<file path="src/rtl/alu_bus_master_if.sv">
// alu_bus_master_if
// Groups the command, ALU-slave bus and response signals of the ALU bus
// master into one bundle.
//   master modport : the bus master's view (takes commands, drives the ALU
//                    slave operands/select/enable, reads the shared result
//                    bus, offers the response)
//   slave  modport : the ALU slave's view (reads operands/select/enable,
//                    drives the shared result bus)
// Signals:
//   cmd_valid/cmd_ready, cmd_op[2:0], cmd_a[7:0], cmd_b[7:0], cmd_chain
//   bus_a[7:0], bus_b[7:0], bus_sel[2:0], bus_en, bus_y[7:0]
//   rsp_valid/rsp_ready, rsp_data[7:0]
interface alu_bus_master_if;
  logic       cmd_valid;
  logic       cmd_ready;
  logic [2:0] cmd_op;
  logic [7:0] cmd_a;
  logic [7:0] cmd_b;
  logic       cmd_chain;
  logic [7:0] bus_a;
  logic [7:0] bus_b;
  logic [2:0] bus_sel;
  logic       bus_en;
  logic [7:0] bus_y;
  logic       rsp_valid;
  logic [7:0] rsp_data;
  logic       rsp_ready;

  modport master (
    input  cmd_valid, cmd_op, cmd_a, cmd_b, cmd_chain, bus_y, rsp_ready,
    output cmd_ready, bus_a, bus_b, bus_sel, bus_en, rsp_valid, rsp_data
  );

  modport slave (
    input  bus_a, bus_b, bus_sel, bus_en,
    output bus_y
  );
endinterface

</file>
<file path="src/rtl/alu_bus_master.sv">
// alu_bus_master
// Accepts one ALU command at a time, presents its operands and select code to
// an external ALU slave, enables the slave's tri-state result driver for
// SETTLE_CYCLES cycles, captures the shared result bus at the end of that
// window and offers it as a response.
// Ports:
//   clk        single clock, rising edge
//   rst        synchronous active-high reset
//   io         alu_bus_master_if.master (command, slave bus, response)
//   busy       high whenever the FSM is not idle
//   mismatch   sticky flag: captured result differed from the internal
//              model (only when ALU_MASTER_CHECK_EN is defined)
// Configuration macro: ALU_MASTER_CHECK_EN enables the internal result model
// and the mismatch output.
module alu_bus_master #(
  parameter int SETTLE_CYCLES = 1
) (
  input  logic                   clk,
  input  logic                   rst,
  alu_bus_master_if.master       io,
  output logic                   busy
`ifdef ALU_MASTER_CHECK_EN
  ,
  output logic                   mismatch
`endif
);

  typedef enum logic [1:0] {
    st_idle   = 2'd0,
    st_setup  = 2'd1,
    st_enable = 2'd2,
    st_resp   = 2'd3
  } state_t;

  // Counter value of the final enable cycle.
  localparam logic [3:0] last_cnt = 4'(SETTLE_CYCLES - 1);

  state_t     state_r;
  state_t     state_nxt_s;
  logic [3:0] cnt_r;
  logic [3:0] cnt_nxt_s;
  logic       accept_s;
  logic       capture_s;
  logic [7:0] operand_a_s;

  logic       cmd_ready_r;
  logic       bus_en_r;
  logic       rsp_valid_r;
  logic       busy_r;
  logic [7:0] bus_a_r;
  logic [7:0] bus_b_r;
  logic [2:0] bus_sel_r;
  logic [7:0] rsp_data_r;
  logic [7:0] last_r;

  // Chained commands take the previous captured result as operand A.
  assign operand_a_s = io.cmd_chain ? last_r : io.cmd_a;

  // Next-state, settle counter and handshake/capture strobes.
  always_comb begin
    state_nxt_s = state_r;
    cnt_nxt_s   = cnt_r;
    accept_s    = 1'b0;
    capture_s   = 1'b0;
    case (state_r)
      st_idle: begin
        if (io.cmd_valid && cmd_ready_r) begin
          accept_s    = 1'b1;
          state_nxt_s = st_setup;
        end else begin
          state_nxt_s = st_idle;
        end
      end
      st_setup: begin
        state_nxt_s = st_enable;
        cnt_nxt_s   = 4'd0;
      end
      st_enable: begin
        if (cnt_r == last_cnt) begin
          capture_s   = 1'b1;
          state_nxt_s = st_resp;
          cnt_nxt_s   = 4'd0;
        end else begin
          cnt_nxt_s   = cnt_r + 4'd1;
        end
      end
      st_resp: begin
        if (io.rsp_ready) begin
          state_nxt_s = st_idle;
        end else begin
          state_nxt_s = st_resp;
        end
      end
      default: begin
        state_nxt_s = st_idle;
        cnt_nxt_s   = 4'd0;
      end
    endcase
  end

  // FSM state and settle counter registers.
  always_ff @(posedge clk) begin
    if (rst) begin
      state_r <= st_idle;
      cnt_r   <= 4'd0;
    end else begin
      state_r <= state_nxt_s;
      cnt_r   <= cnt_nxt_s;
    end
  end

  // Registered outputs: status flags decode the upcoming state so they line
  // up with the state register; operands latch on accept, result on capture.
  always_ff @(posedge clk) begin
    if (rst) begin
      cmd_ready_r <= 1'b1;
      bus_en_r    <= 1'b0;
      rsp_valid_r <= 1'b0;
      busy_r      <= 1'b0;
      bus_a_r     <= 8'h00;
      bus_b_r     <= 8'h00;
      bus_sel_r   <= 3'b000;
      rsp_data_r  <= 8'h00;
      last_r      <= 8'h00;
    end else begin
      cmd_ready_r <= (state_nxt_s == st_idle);
      bus_en_r    <= (state_nxt_s == st_enable);
      rsp_valid_r <= (state_nxt_s == st_resp);
      busy_r      <= (state_nxt_s != st_idle);
      if (accept_s) begin
        bus_a_r   <= operand_a_s;
        bus_b_r   <= io.cmd_b;
        bus_sel_r <= io.cmd_op;
      end
      if (capture_s) begin
        rsp_data_r <= io.bus_y;
        last_r     <= io.bus_y;
      end
    end
  end

  assign io.cmd_ready = cmd_ready_r;
  assign io.bus_en    = bus_en_r;
  assign io.bus_a     = bus_a_r;
  assign io.bus_b     = bus_b_r;
  assign io.bus_sel   = bus_sel_r;
  assign io.rsp_valid = rsp_valid_r;
  assign io.rsp_data  = rsp_data_r;
  assign busy         = busy_r;

`ifdef ALU_MASTER_CHECK_EN
  logic mismatch_r;

  // Expected slave result for a select code; 8-bit wrap-around arithmetic.
  function automatic logic [7:0] alu_expect(input logic [2:0] op,
                                            input logic [7:0] a,
                                            input logic [7:0] b);
    logic [7:0] y;
    case (op)
      3'b000:  y = 8'h00;
      3'b001:  y = a & b;
      3'b010:  y = a | b;
      3'b011:  y = a ^ b;
      3'b100:  y = ~a;
      3'b101:  y = a - b;
      3'b110:  y = a + b;
      3'b111:  y = 8'hFF;
      default: y = 8'h00;
    endcase
    return y;
  endfunction

  // Sticky flag set when the captured bus value disagrees with the model.
  always_ff @(posedge clk) begin
    if (rst) begin
      mismatch_r <= 1'b0;
    end else if (capture_s && (io.bus_y != alu_expect(bus_sel_r, bus_a_r, bus_b_r))) begin
      mismatch_r <= 1'b1;
    end else begin
      mismatch_r <= mismatch_r;
    end
  end

  assign mismatch = mismatch_r;
`endif

endmodule

</file>
<file path="src/flat_wrapper.sv">
// flat-port wrapper written by rule: the top's interface ports become plain ports
module alu_bus_master_flat 
#(
  parameter int SETTLE_CYCLES = 1
)
  (clk, rst, busy, io_cmd_valid, io_cmd_op, io_cmd_a, io_cmd_b, io_cmd_chain, io_bus_y, io_rsp_ready, io_cmd_ready, io_bus_a, io_bus_b, io_bus_sel, io_bus_en, io_rsp_valid, io_rsp_data);
  alu_bus_master_if io_i ();
  input  logic clk;
  input  logic rst;
  output logic busy;
  input wire logic [$bits(io_i.cmd_valid)-1:0] io_cmd_valid;
  input wire logic [$bits(io_i.cmd_op)-1:0] io_cmd_op;
  input wire logic [$bits(io_i.cmd_a)-1:0] io_cmd_a;
  input wire logic [$bits(io_i.cmd_b)-1:0] io_cmd_b;
  input wire logic [$bits(io_i.cmd_chain)-1:0] io_cmd_chain;
  input wire logic [$bits(io_i.bus_y)-1:0] io_bus_y;
  input wire logic [$bits(io_i.rsp_ready)-1:0] io_rsp_ready;
  output wire logic [$bits(io_i.cmd_ready)-1:0] io_cmd_ready;
  output wire logic [$bits(io_i.bus_a)-1:0] io_bus_a;
  output wire logic [$bits(io_i.bus_b)-1:0] io_bus_b;
  output wire logic [$bits(io_i.bus_sel)-1:0] io_bus_sel;
  output wire logic [$bits(io_i.bus_en)-1:0] io_bus_en;
  output wire logic [$bits(io_i.rsp_valid)-1:0] io_rsp_valid;
  output wire logic [$bits(io_i.rsp_data)-1:0] io_rsp_data;
  assign io_i.cmd_valid = io_cmd_valid;
  assign io_i.cmd_op = io_cmd_op;
  assign io_i.cmd_a = io_cmd_a;
  assign io_i.cmd_b = io_cmd_b;
  assign io_i.cmd_chain = io_cmd_chain;
  assign io_i.bus_y = io_bus_y;
  assign io_i.rsp_ready = io_rsp_ready;
  assign io_cmd_ready = io_i.cmd_ready;
  assign io_bus_a = io_i.bus_a;
  assign io_bus_b = io_i.bus_b;
  assign io_bus_sel = io_i.bus_sel;
  assign io_bus_en = io_i.bus_en;
  assign io_rsp_valid = io_i.rsp_valid;
  assign io_rsp_data = io_i.rsp_data;
  alu_bus_master #(.SETTLE_CYCLES(SETTLE_CYCLES)) u_core (.clk(clk), .rst(rst), .io(io_i), .busy(busy));
endmodule
</file>
<file path="config.mk">
export PLATFORM = sky130hd
export DESIGN_NAME = alu_bus_master_flat
export DESIGN_NICKNAME = d
export VERILOG_FILES = /design/src/rtl/alu_bus_master_if.sv /design/src/rtl/alu_bus_master.sv /design/src/flat_wrapper.sv
export SDC_FILE = /design/constraint.sdc
export NUM_CORES = 1
export LEC_CHECK = 0
export BUFFER_PORTS_ARGS = -buffer_cell sky130_fd_sc_hd__buf_4
export CAP_MARGIN = 10
export CORE_MARGIN = 1.5
export CORE_UTILIZATION = 50
export CTS_CLUSTER_DIAMETER = 30
export DETAILED_ROUTE_END_ITERATION = 10
export HOLD_SLACK_MARGIN = 0.1
export PLACE_DENSITY = 0.91
export SLEW_MARGIN = 10
export SYNTH_ARGS = -nofsm -noshare
export SYNTH_HDL_FRONTEND = slang
export SYNTH_SLANG_ARGS = --single-unit
</file>
<file path="constraint.sdc">
create_clock -name clk -period 2.5 [get_ports clk]
set_clock_uncertainty 0.05 [all_clocks]
set_input_delay 0.5 -clock clk [delete_from_list [all_inputs] [get_ports clk]]
set_output_delay 0.5 -clock clk [all_outputs]
set_load 0.005 [all_outputs]
</file>
==> metrics.md, run 1 <==
| Metric | Value |
|---|---|
| Post-CTS setup buffers | `0` |
| Maximum capacitance violations | `0` |
| Register area share after synthesis | `0.485` |
| Largest net degree at the start of global routing | `37` |
| Clock transition at path regs | `~0.10 ns` |
| Worst hold path type | `primary input to flop` |
| Status | `finished with violations` |
| Total of fill cells in the finished design | `approximately 250` |
| Synth area leaders | `dfxtp_1 (48%), mux2i_1 (10%), nand2_1 (6.1%)` |
| Synth warn | `0` |
| Reg2reg end | `u_core.io.rsp_data[4]$_SDFFE_PP0P_` |
| RR Startpoint | `u_core.state_r[0]$_SDFF_PP0_` |
| Register area | `approximately 740 um2` |
| Hold path cells | `3` |
| Synth top area share | `0.485` |
| Via count | `~1300` |
| Initial antenna violation count | `0` |
| P&R area growth vs syn | `32.8%` |
| Crit Path Max Fanout | `9` |
| Final hold slack | `between 0.3 and 0.4 ns` |
| Hold Path Origin | `io_bus_y[2]` |
| Die Wd | `between 50 and 60 um` |
| Fmax | `around 580 MHz` |
| Chip Height | `between 50 and 60 um` |
| Actual slew at the worst max-slew pin | `~0.53 ns` |
| Routability cong. | `0.787` |
| I/O pin total | `63` |
| First-pass GRT wire length | `a little over 5 mm` |
| Violated checks | `DRC` |
| Port bufs | `62` |
| Design area | `2030 um2` |
| Total track usage | `0.203` |
| CP max stage cell | `and4bb_2` |
| Layout cells sized above 1 | `0.329` |
| # resized after CTS | `0` |
| Top Family by Delay on Critical Path | `simple AND/OR/NAND/NOR gates` |
| CP Capture Type | `flop` |
| Core box area | `2830 um2` |
| Type of origin of the critical path | `flop` |
| Peak supply drop | `0.422 mV` |
| Die Footprint | `roughly 3400 um2` |
| Period minus WS final | `1.73 ns` |
| RSZ-0062 raised after global routing | `false` |
| Routed WL | `3.09 mm` |
| Count of cell types in the netlist | `29` |
| Syn Std Cell Area | `approximately 1500 um2` |
| Pre-antenna DRT Iters | `9` |
| Syn Nets | `just over 200` |
| CP arrival | `around 1.9 ns` |
| Multi-input logic area | `approximately 700 um2` |
| CP Class | `flop to flop` |
| Vias in the first global route | `roughly 1200` |
| Max Transition Viols Final | `0` |
| Worst Path Buf+Inv | `1` |
| Final hold violation count | `0` |
| Cell row count | `19` |
| Nets | `264` |
| Final setup viols | `0` |
| Yosys reg bits | `37` |
| Skew-Pair Late Insertion Delay | `about 0.35 ns` |
| Hold buffer count at cts | `0` |
| Clock Sinks | `37` |
| Post-Synthesis Cells | `167` |
| Cell taking the most area after synthesis | `dfxtp_1` |
| Initial drt markers | `45` |
| Leakage | `0.912 nW` |
| FF-to-FF setup slack | `0.77 ns` |
| Req. time, crit path | `2.68 ns` |
| Hold-critical path endpoint | `u_core.io.rsp_data[2]$_SDFFE_PP0P_` |
| Max clock buf depth | `2` |
| CP cell instances | `inv_1 -> ha_1 -> and4bb_2 -> mux2i_1 -> nor2_1` |
| Drt wl/cell | `around 12 um` |
| Post-DP HPWL | `between 2 and 2.5 mm` |
| Grt total ovfl | `0` |
| Pwr dens | `between 800 and 900 nW/um2` |
| CTS tree | `done` |
| Tcrit/Tclk final | `0.692` |
| DRC viols | `7` |
| Starting Density | `0.540` |
| Antenna Cells | `0` |
| FF-to-FF path depth | `5` |
| Htree depth | `2` |
| Synthesized area per cell | `between 9 and 10 um2` |
| Placed instance area | `slightly below 2000 um2` |
| Root Buffer | `clkbuf_4` |
| Slew headroom | `0.649` |
| Setup TNS | `0 ns` |
| Antenna-violating nets left | `0` |
| Vias per inst | `between 5 and 6` |
| CP max stage delay | `0.45 ns` |
| Cts bufs inserted | `5` |
## registers in the layout (all words and copies together), names as in the netlist
name	cells
u_core.busy	1
u_core.cnt_r	4
u_core.io.bus_a	8
u_core.io.bus_b	8
u_core.io.bus_en	1
u_core.io.bus_sel	3
u_core.io.cmd_ready	1
u_core.io.rsp_data	8
u_core.io.rsp_valid	1
u_core.state_r	2
## cells in the final DEF, fill, tap and decap left out, drive strengths merged, types with 2 or more instances in the layout
master	Yosys	layout
nor2	18	18
dfxtp	37	37
nand3	4	4
mux2i	16	16
nand4	2	2
a211oi	8	8
ha	6	6
nor3	2	2
inv	7	7
and3	2	2
nor2b	3	3
clkbuf	6	5
buf	5	63
a21oi	15	15
nand2	25	25
## logic make-up after synthesis
group	after synthesis	share of synthesized area
fa+ha+maj	6	0.0491
flops	37	0.485
compound gates	30	0.127
mux	16	0.105
buf+inv	18	0.0524
simple gates	60	0.182
## cells in the mapped netlist
cell,number
and3_1,1
nand2_1,25
buf_2,3
ha_1,6
nor2_1,18
a22o_1,1
nand3_1,4
nor3_1,2
o31ai_1,1
buf_4,2
nand2b_1,1
and3_4,1
o32ai_1,1
o31a_1,1
nor2b_1,3
clkbuf_2,1
clkbuf_1,5
a221o_1,1
or3_2,1
a21oi_1,15
o21ai_0,1
nand4_1,2
o21ba_2,1
and4bb_2,1
dfxtp_1,37
inv_1,7
mux2i_1,16
or3b_4,1
a211oi_1,8
## worst min-delay path: stages
cell	delay (ns)
buf_4	0.08
mux2i_1	0.05
nor2_1	0.07
## worst max path at each step
stage	endpoint	slack, ns	cells past startpoint	startpoint
final	u_core.io.rsp_data[4]$_SDFFE_PP0P_	0.77	5	u_core.state_r[0]$_SDFF_PP0_
after global routing	u_core.io.rsp_data[1]$_SDFFE_PP0P_	0.66	5	u_core.state_r[0]$_SDFF_PP0_
after CTS	u_core.io.rsp_data[4]$_SDFFE_PP0P_	0.77	5	u_core.state_r[0]$_SDFF_PP0_
after detailed placement	u_core.io.rsp_data[4]$_SDFFE_PP0P_	0.79	5	u_core.state_r[0]$_SDFF_PP0_
after global placement	u_core.io.bus_b[5]$_SDFFE_PP0P_	0.85	5	io_cmd_valid
after floorplan	u_core.io.cmd_ready$_SDFF_PP1_	1.01	5	u_core.cnt_r[0]$_SDFFE_PP0P_
## per-stage QoR
stage	setup WS (ns)	std cells	power, W	util
finish	0.770	256	0.00177	0.717
global route	0.657	256	0.00190	0.717
CTS	0.767	256	0.00179	0.717
detailed placement	0.791	250	0.00150	0.702
global placement	0.851	250	0.00148	0.702
floorplan	1.01	167	0.00123	-
## metal layers
layer  track usage  share of wire
met1         0.243           0.44
met2         0.318           0.46
met3        0.0603          0.089
met4         0.126          0.016
met5             0              0
## final cells by class
class / count / share of cell area
flip-flops and latches: 37 / 0.365
multi-input cells: 112 / 0.349
repair buffers: 63 / 0.233
well taps: 31 / 0.0191
clock buffers: 5 / 0.0185
inverters: 7 / 0.0130
clock inverters: 1 / 0.00247
## power breakdown
part	switching (W)	total, W	internal, W
Sequential	0.0000772	0.000799	0.000722
Clock	0.000185	0.000282	0.0000974
Combinational	0.000336	0.000685	0.000349
Note: power is estimated with default switching activity, not from simulation.
==> run 2, diff against run 1 <==
Settings changed: ABC_AREA from default to 1, CORE_UTILIZATION 50 to 43, PLACE_DENSITY 0.91 to 0.83.
Clock period 2.5 ns to 1.4 ns, I/O delays scaled along.
==> run 2 against run 1 <==
  * The run now ends clean
  * Clock-buffer cell count rose by 2
  * Sequential share of layout area fell by 4.7 points
  * Die area is 22% higher
  * First-iteration DRC count grew 96%
  * Global-route usage decreased by 2.8 points
  * Register-to-register slack worse by 0.73 ns
  * Maximum frequency is 27% higher
  * Wire length increased by 23%
  * Synthesized cell count is 28% higher
  * Hold slack got worse by 0.12 ns
  * Largest power group is now combinational cells
==> metrics.md, run 2 <==
| Metric | Value |
|---|---|
| Asr flop ratio synth | `0` |
| Syn Nets | `251` |
| Synth area leaders | `dfxtp_1 (46%), a21oi_1 (9.5%), inv_1 (8.8%)` |
| Max clock buf depth | `2` |
| Leading cell type in the layout, fill and taps excluded | `buf_4` |
| Clock transition at path regs | `around 0.07 ns` |
| Skew-Pair Late Insertion Delay | `~0.28 ns` |
| P&R area growth vs syn | `43.3%` |
| Int Pwr | `0.00260 W` |
| Cts bufs inserted | `5` |
| Commonest non-fill, non-tap cells in the layout | `buf_4 (68), inv_1 (37), dfxtp_1 (36)` |
| Sw Ratio | `0.333` |
| Hold-critical path endpoint | `u_core.io.rsp_data[0]$_SDFFE_PP0P_` |
| Post-DP HPWL | `roughly 2.6 mm` |
| Req. time, crit path | `approximately 1.5 ns` |
| Final setup viols | `0` |
| Final hold violation count | `0` |
| Routed WL | `roughly 3.8 mm` |
| Hold Path Origin | `rst` |
| Synthesized area per cell | `7.63 um2` |
| Combinational share of power | `0.406` |
| Via count | `roughly 1600` |
| Cell row count | `22` |
| CP Capture Type | `flop` |
| Period minus WS final | `roughly 1.4 ns` |
| Setup TNS | `0 ns` |
| Vias per inst | `4.78` |
| Max Transition Viols Final | `0` |
| Count leader, synth | `inv_1` |
| CTS tree | `done` |
| EDFF count, synth | `0` |
| Yosys reg bits | `37` |
| CP max stage delay | `~0.34 ns` |
| Antenna-violating nets left | `0` |
| Post-Synthesis Cells | `around 210` |
| Die Wd | `64.5 um` |
| Register area share after synthesis | `0.456` |
| CP cell instances | `inv_1 -> ha_4 -> nand3_4 -> buf_12 -> o21ai_0 -> a21oi_1` |
| Nets | `around 320` |
| Slew headroom | `0.832` |
| Synth cell count leaders | `inv_1 (38), dfxtp_1 (37), nand2_1 (34), a21oi_1 (31), o21ai_0 (28)` |
| Top Family by Delay on Critical Path | `flip-flops` |
| Fmax | `between 700 and 800 MHz` |
| I/O pin total | `63` |
| Initial drt markers | `88` |
| Crit Path Max Fanout | `19` |
| Total of fill cells in the finished design | `between 300 and 400` |
| Antenna Cells | `0` |
| Vias in the first global route | `1341` |
| Port bufs | `62` |
| Chip Height | `64.5 um` |
| Routed length on met3 | `approximately 240 um` |
| Htree depth | `2` |
| CP max stage cell | `dfxtp_2` |
| Worst hold path type | `primary input to flop` |
| Tcrit/Tclk final | `0.969` |
| Count of cell types in the netlist | `20` |
| Type of origin of the critical path | `flop` |
| Top routing layer in use | `met3` |
| Cell taking the most area after synthesis | `dfxtp_1` |
| Seq pwr share | `0.390` |
| FF-to-FF setup slack | `0.04 ns` |
| Total track usage | `0.175` |
| Grt total ovfl | `0` |
| Switching power total | `0.00130 W` |
| Final core occ | `0.641` |
| DRC viols | `0` |
| Initial antenna violation count | `0` |
| Syn Std Cell Area | `1630 um2` |
| Met2 wire length | `roughly 1.9 mm` |
| Synth top area share | `0.456` |
| RR Startpoint | `u_core.state_r[1]$_SDFF_PP0_` |
| Largest net degree at the start of global routing | `39` |
| Routability cong. | `~0.86` |
| Leakage | `~1.1 nW` |
| Peak supply drop | `roughly 1.1 mV` |
| Hold path cells | `2` |
| CP Class | `flop to flop` |
| Reg2reg end | `u_core.io.bus_b[5]$_SDFFE_PP0P_` |
| Worst Path Buf+Inv | `2` |
| Drt wl/cell | `11.5 um` |
| Hold buffer count at cts | `0` |
| Starting Density | `0.447` |
| FF-to-FF path depth | `6` |
| CP arrival | `between 1 and 1.5 ns` |
| Pre-antenna DRT Iters | `4` |
| Clock Power Share | `0.204` |
| Status | `finished, final reports clean` |
| Actual slew at the worst max-slew pin | `0.251 ns` |
| Root Buffer | `clkbuf_8` |
| Layout cells sized above 1 | `0.317` |
| Primary FF master, synth | `dfxtp_1` |
| Maximum capacitance violations | `0` |
| Clock Sinks | `37` |
| M1 wire length | `~1.6 mm` |
| Core box area | `3630 um2` |
| Synth warn | `0` |
| First-pass GRT wire length | `5.75 mm` |
| Pwr dens | `between 1500 and 2000 nW/um2` |
| Die Footprint | `approximately 4200 um2` |
## run 2: metrics by stage
| step | instances | setup slack (ns) | hold slack [ns] | area, um2 | power (W) |
|---|---|---|---|---|---|
| 3_5_place_dp | 320 | 0.0361 | 0.384 | 2160 | 0.00292 |
| 4_1_cts | 328 | 0.0168 | 0.189 | 2260 | 0.00373 |
| 6_report | 329 | 0.0430 | 0.202 | 2330 | 0.00389 |
| 2_1_floorplan | 213 | 0.134 | 0.390 | 1630 | 0.00228 |
| 3_3_place_gp | 320 | 0.104 | 0.381 | 2160 | 0.00288 |
| 5_1_grt | 329 | -0.0446 | 0.201 | 2330 | 0.00417 |
## run 2: power by group through the flow
| stage | Sequential [W] | Clock, W | Combinational, W |
|---|---|---|---|
| after floorplan | 0.00153 | 0 | 0.000753 |
| after global placement | 0.00151 | 0 | 0.00136 |
| after detailed placement | 0.00153 | 0 | 0.00139 |
| after CTS | 0.00150 | 0.000821 | 0.00140 |
| after global routing | 0.00155 | 0.000877 | 0.00174 |
| final | 0.00152 | 0.000793 | 0.00158 |
## run 2: final cells by class
cell class / count / area, um2 / area share
sequential: 37 / 742 / 0.319
clock buffer: 7 / 96.3 / 0.0414
multi-input combinational: 127 / 707 / 0.304
timing repair buffer: 71 / 576 / 0.247
clock inverter: 1 / 5.00 / 0.00215
tap: 48 / 60.1 / 0.0258
inverter: 38 / 143 / 0.0613
## run 2: cells by family (layout without fill, tap and decap cells)
logic type | count (synthesis) | count (layout) | synth area share
flops | 37 | 37 | 0.456
buf+inv | 49 | 117 | 0.132
simple gates | 59 | 59 | 0.167
compound gates | 62 | 62 | 0.199
fa+ha+maj | 6 | 6 | 0.0462
## run 2: per-layer routing
layer  global-route usage  up-vias
li1                     -      819
met1                0.201      707
met2                0.311       45
met3               0.0625        0
met4               0.0399        0
met5                    0        -
## run 2: worst register-to-register path, delay by kind of cell, from the launching register on
kind	cells	cell delay, ns
AND/OR/NAND/NOR	1	0.11
adder cells (fa/ha/maj)	1	0.18
AO/OA/AOI/OAI	2	0.23
buffers and inverters	2	0.33
flip-flops	1	0.34
## run 2: what timing repair did
action                                  4_1_cts  5_1_grt
resized for setup                             0        8
endpoints found under the setup margin        0       26
setup buffers                                 0        0
## run 2: worst max path at each step
stage | endpoint | start | depth (start not counted)
after floorplan | u_core.io.bus_b[3]$_SDFFE_PP0P_ | u_core.state_r[0]$_SDFF_PP0_ | 6
after global placement | u_core.state_r[0]$_SDFF_PP0_ | u_core.state_r[0]$_SDFF_PP0_ | 8
after detailed placement | u_core.busy$_SDFF_PP0_ | u_core.state_r[0]$_SDFF_PP0_ | 8
after CTS | u_core.busy$_SDFF_PP0_ | u_core.state_r[0]$_SDFF_PP0_ | 8
after global routing | u_core.io.bus_b[0]$_SDFFE_PP0P_ | u_core.state_r[1]$_SDFF_PP0_ | 6
final | u_core.io.bus_b[5]$_SDFFE_PP0P_ | u_core.state_r[1]$_SDFF_PP0_ | 6
==> run 3, diff against run 2 <==
Settings changed: CORE_UTILIZATION 43 to 48, PLACE_DENSITY 0.83 to 0.87.
Clock period 1.4 ns to 1.55 ns, I/O delays scaled along.
==> run 3 against run 2 <==
  * Cell area is 4.2% lower
  * Utilization is 7.2 points higher
  * Via count fell by 3.1%
  * Critical path depth grew 2
  * Global-route usage grew 2.8 points
  * Maximum frequency down 1.7%
  * Register-to-register slack better by 0.13 ns
  * Die area down 9.9%
  * Cell count is 2.4% lower
  * Non-clock buffer count decreased by 4
  * Clock-buffer cell count shrank 2
  * Critical path type unchanged
  * First-iteration DRC count shrank 30%
==> metrics.md, run 3 (synthesis gave the netlist of run 2 again) <==
| Metric | Value |
|---|---|
| Root Buffer | `clkbuf_4` |
| Commonest non-fill, non-tap cells in the layout | `buf_4 (66), inv_1 (38), dfxtp_1 (37)` |
| Antenna-violating nets left | `0` |
| Type of origin of the critical path | `flop` |
| Multi-input logic area | `669 um2` |
| Chip Height | `approximately 61 um` |
| Htree depth | `2` |
| Vias per inst | `between 4 and 5` |
| First-pass GRT wire length | `~5.6 mm` |
| Port bufs | `62` |
| Cts bufs inserted | `5` |
| Max clock buf depth | `2` |
| Drt wl/cell | `between 10 and 15 um` |
| CP cell instances | `inv_1 -> ha_1 -> nand2_1 -> nand2_1 -> nor2_1 -> nand2_2 -> nand3_1 -> nand2_1` |
| Vias in the first global route | `around 1300` |
| Met3 Use GR | `0.0756` |
| Crit Path Max Fanout | `5` |
| Cell row count | `20` |
| Final core occ | `0.713` |
| Initial antenna violation count | `0` |
| Status | `finished, final reports clean` |
| Pre-antenna DRT Iters | `4` |
| Clock transition at path regs | `around 0.11 ns` |
| DRC viols | `0` |
| Nets | `about 310` |
| Die Footprint | `between 3000 and 4000 um2` |
| Maximum capacitance violations | `0` |
| Global Route met2 Usage | `0.333` |
| CP arrival | `1.58 ns` |
| Fmax | `between 700 and 800 MHz` |
| # resized after CTS | `0` |
| Initial drt markers | `62` |
| Die Wd | `between 60 and 70 um` |
| Total track usage | `0.203` |
| Req. time, crit path | `~1.8 ns` |
| Final hold violation count | `0` |
| Layout cells sized above 1 | `0.289` |
| Skew-Pair Late Insertion Delay | `roughly 0.35 ns` |
| Actual slew at the worst max-slew pin | `approximately 0.36 ns` |
| Total of fill cells in the finished design | `between 200 and 300` |
| Peak supply drop | `slightly above 0.8 mV` |
| CP Class | `flop to flop` |
| Via count | `around 1500` |
| Antenna Cells | `0` |
| Clock Sinks | `37` |
| I/O pin total | `between 60 and 70` |
| Register area | `approximately 740 um2` |
| P&R area growth vs syn | `37.2%` |
| CP max stage cell | `dfxtp_1` |
| Hold buffer count at cts | `0` |
| Met1 Use GR | `0.237` |
| Tcrit/Tclk final | `0.891` |
| Largest net degree at the start of global routing | `39` |
| Routed WL | `about 3.6 mm` |
| CTS tree | `done` |
| Leading cell type in the layout, fill and taps excluded | `buf_4` |
| Pwr dens | `between 1500 and 2000 nW/um2` |
| RSZ-0062 raised after global routing | `false` |
| Core box area | `between 3000 and 4000 um2` |
| Leakage | `approximately 1.0 nW` |
| Slew headroom | `0.757` |
| Max Transition Viols Final | `0` |
| Routability cong. | `between 0.8 and 0.9` |
| Grt total ovfl | `0` |
| CP Capture Type | `flop` |
| Period minus WS final | `1.38 ns` |
| Post-CTS setup buffers | `0` |
| CP max stage delay | `0.36 ns` |
| Crit-path most repeated cell | `nand2_1` |
| Post-DP HPWL | `roughly 2.7 mm` |
| Setup TNS | `0 ns` |
| Final setup viols | `0` |
| Worst hold path type | `primary input to flop` |
| Starting Density | `0.520` |
| GR peak layer | `met2` |
==> run 3: cell count changes in the layout (fill, tap and decap cells not counted), sizes merged <==
cell	previous run	this run
buf	70	67
clkbuf	8	5
bufinv	0	2
clkinv	1	0
inv	38	39
==> run 3: critical path, delay by kind of cell (launching register included) <==
family | cells | cell delay (ns)
adder cells (fa/ha/maj) | 1 | 0.29
buffers and inverters | 1 | 0.09
flip-flops | 1 | 0.36
AND/OR/NAND/NOR | 6 | 0.48
==> run 3: final cells by class <==
cell class / count / share of cell area
flip-flops and latches: 37 / 0.332
repair buffers: 67 / 0.231
clock buffers: 5 / 0.0168
well taps: 44 / 0.0247
inverters: 38 / 0.0640
multi-input cells: 127 / 0.300
clock inverters: 3 / 0.0309
==> run 3: per-layer routing <==
metal,vias to the layer above,wire length [um]
li1,816,-
met1,644,1570
met2,54,1600
met3,8,336
met4,0,66
met5,-,0
==> run 3: power by group <==
group | switching [W] | total [W] | internal [W]
Sequential | 0.000141 | 0.00135 | 0.00121
Clock | 0.000331 | 0.000839 | 0.000507
Combinational | 0.000633 | 0.00126 | 0.000622
==> run 3: path summary, 6_finish.rpt <==
path / start / depth (start not counted) / slack [ns] / to
max: u_core.state_r[0]$_SDFF_PP0_ / 8 / 0.17 / u_core.busy$_SDFF_PP0_
min reg2reg: u_core.io.bus_b[3]$_SDFFE_PP0P_ / 2 / 0.40 / u_core.io.bus_b[3]$_SDFFE_PP0P_
max reg2reg: u_core.state_r[0]$_SDFF_PP0_ / 8 / 0.17 / u_core.busy$_SDFF_PP0_
min: rst / 2 / 0.15 / u_core.io.rsp_data[3]$_SDFFE_PP0P_
==> run 3: per-stage QoR <==
stage	setup WS, ns	cell area [um2]	cells	power [W]	hold WS [ns]
floorplan	0.284	1630	213	0.00206	0.390
global placement	0.254	2120	313	0.00259	0.381
detailed placement	0.165	2120	313	0.00264	0.386
CTS	0.160	2230	321	0.00349	0.133
global route	0.0224	2230	321	0.00372	0.136
finish	0.170	2230	321	0.00345	0.154
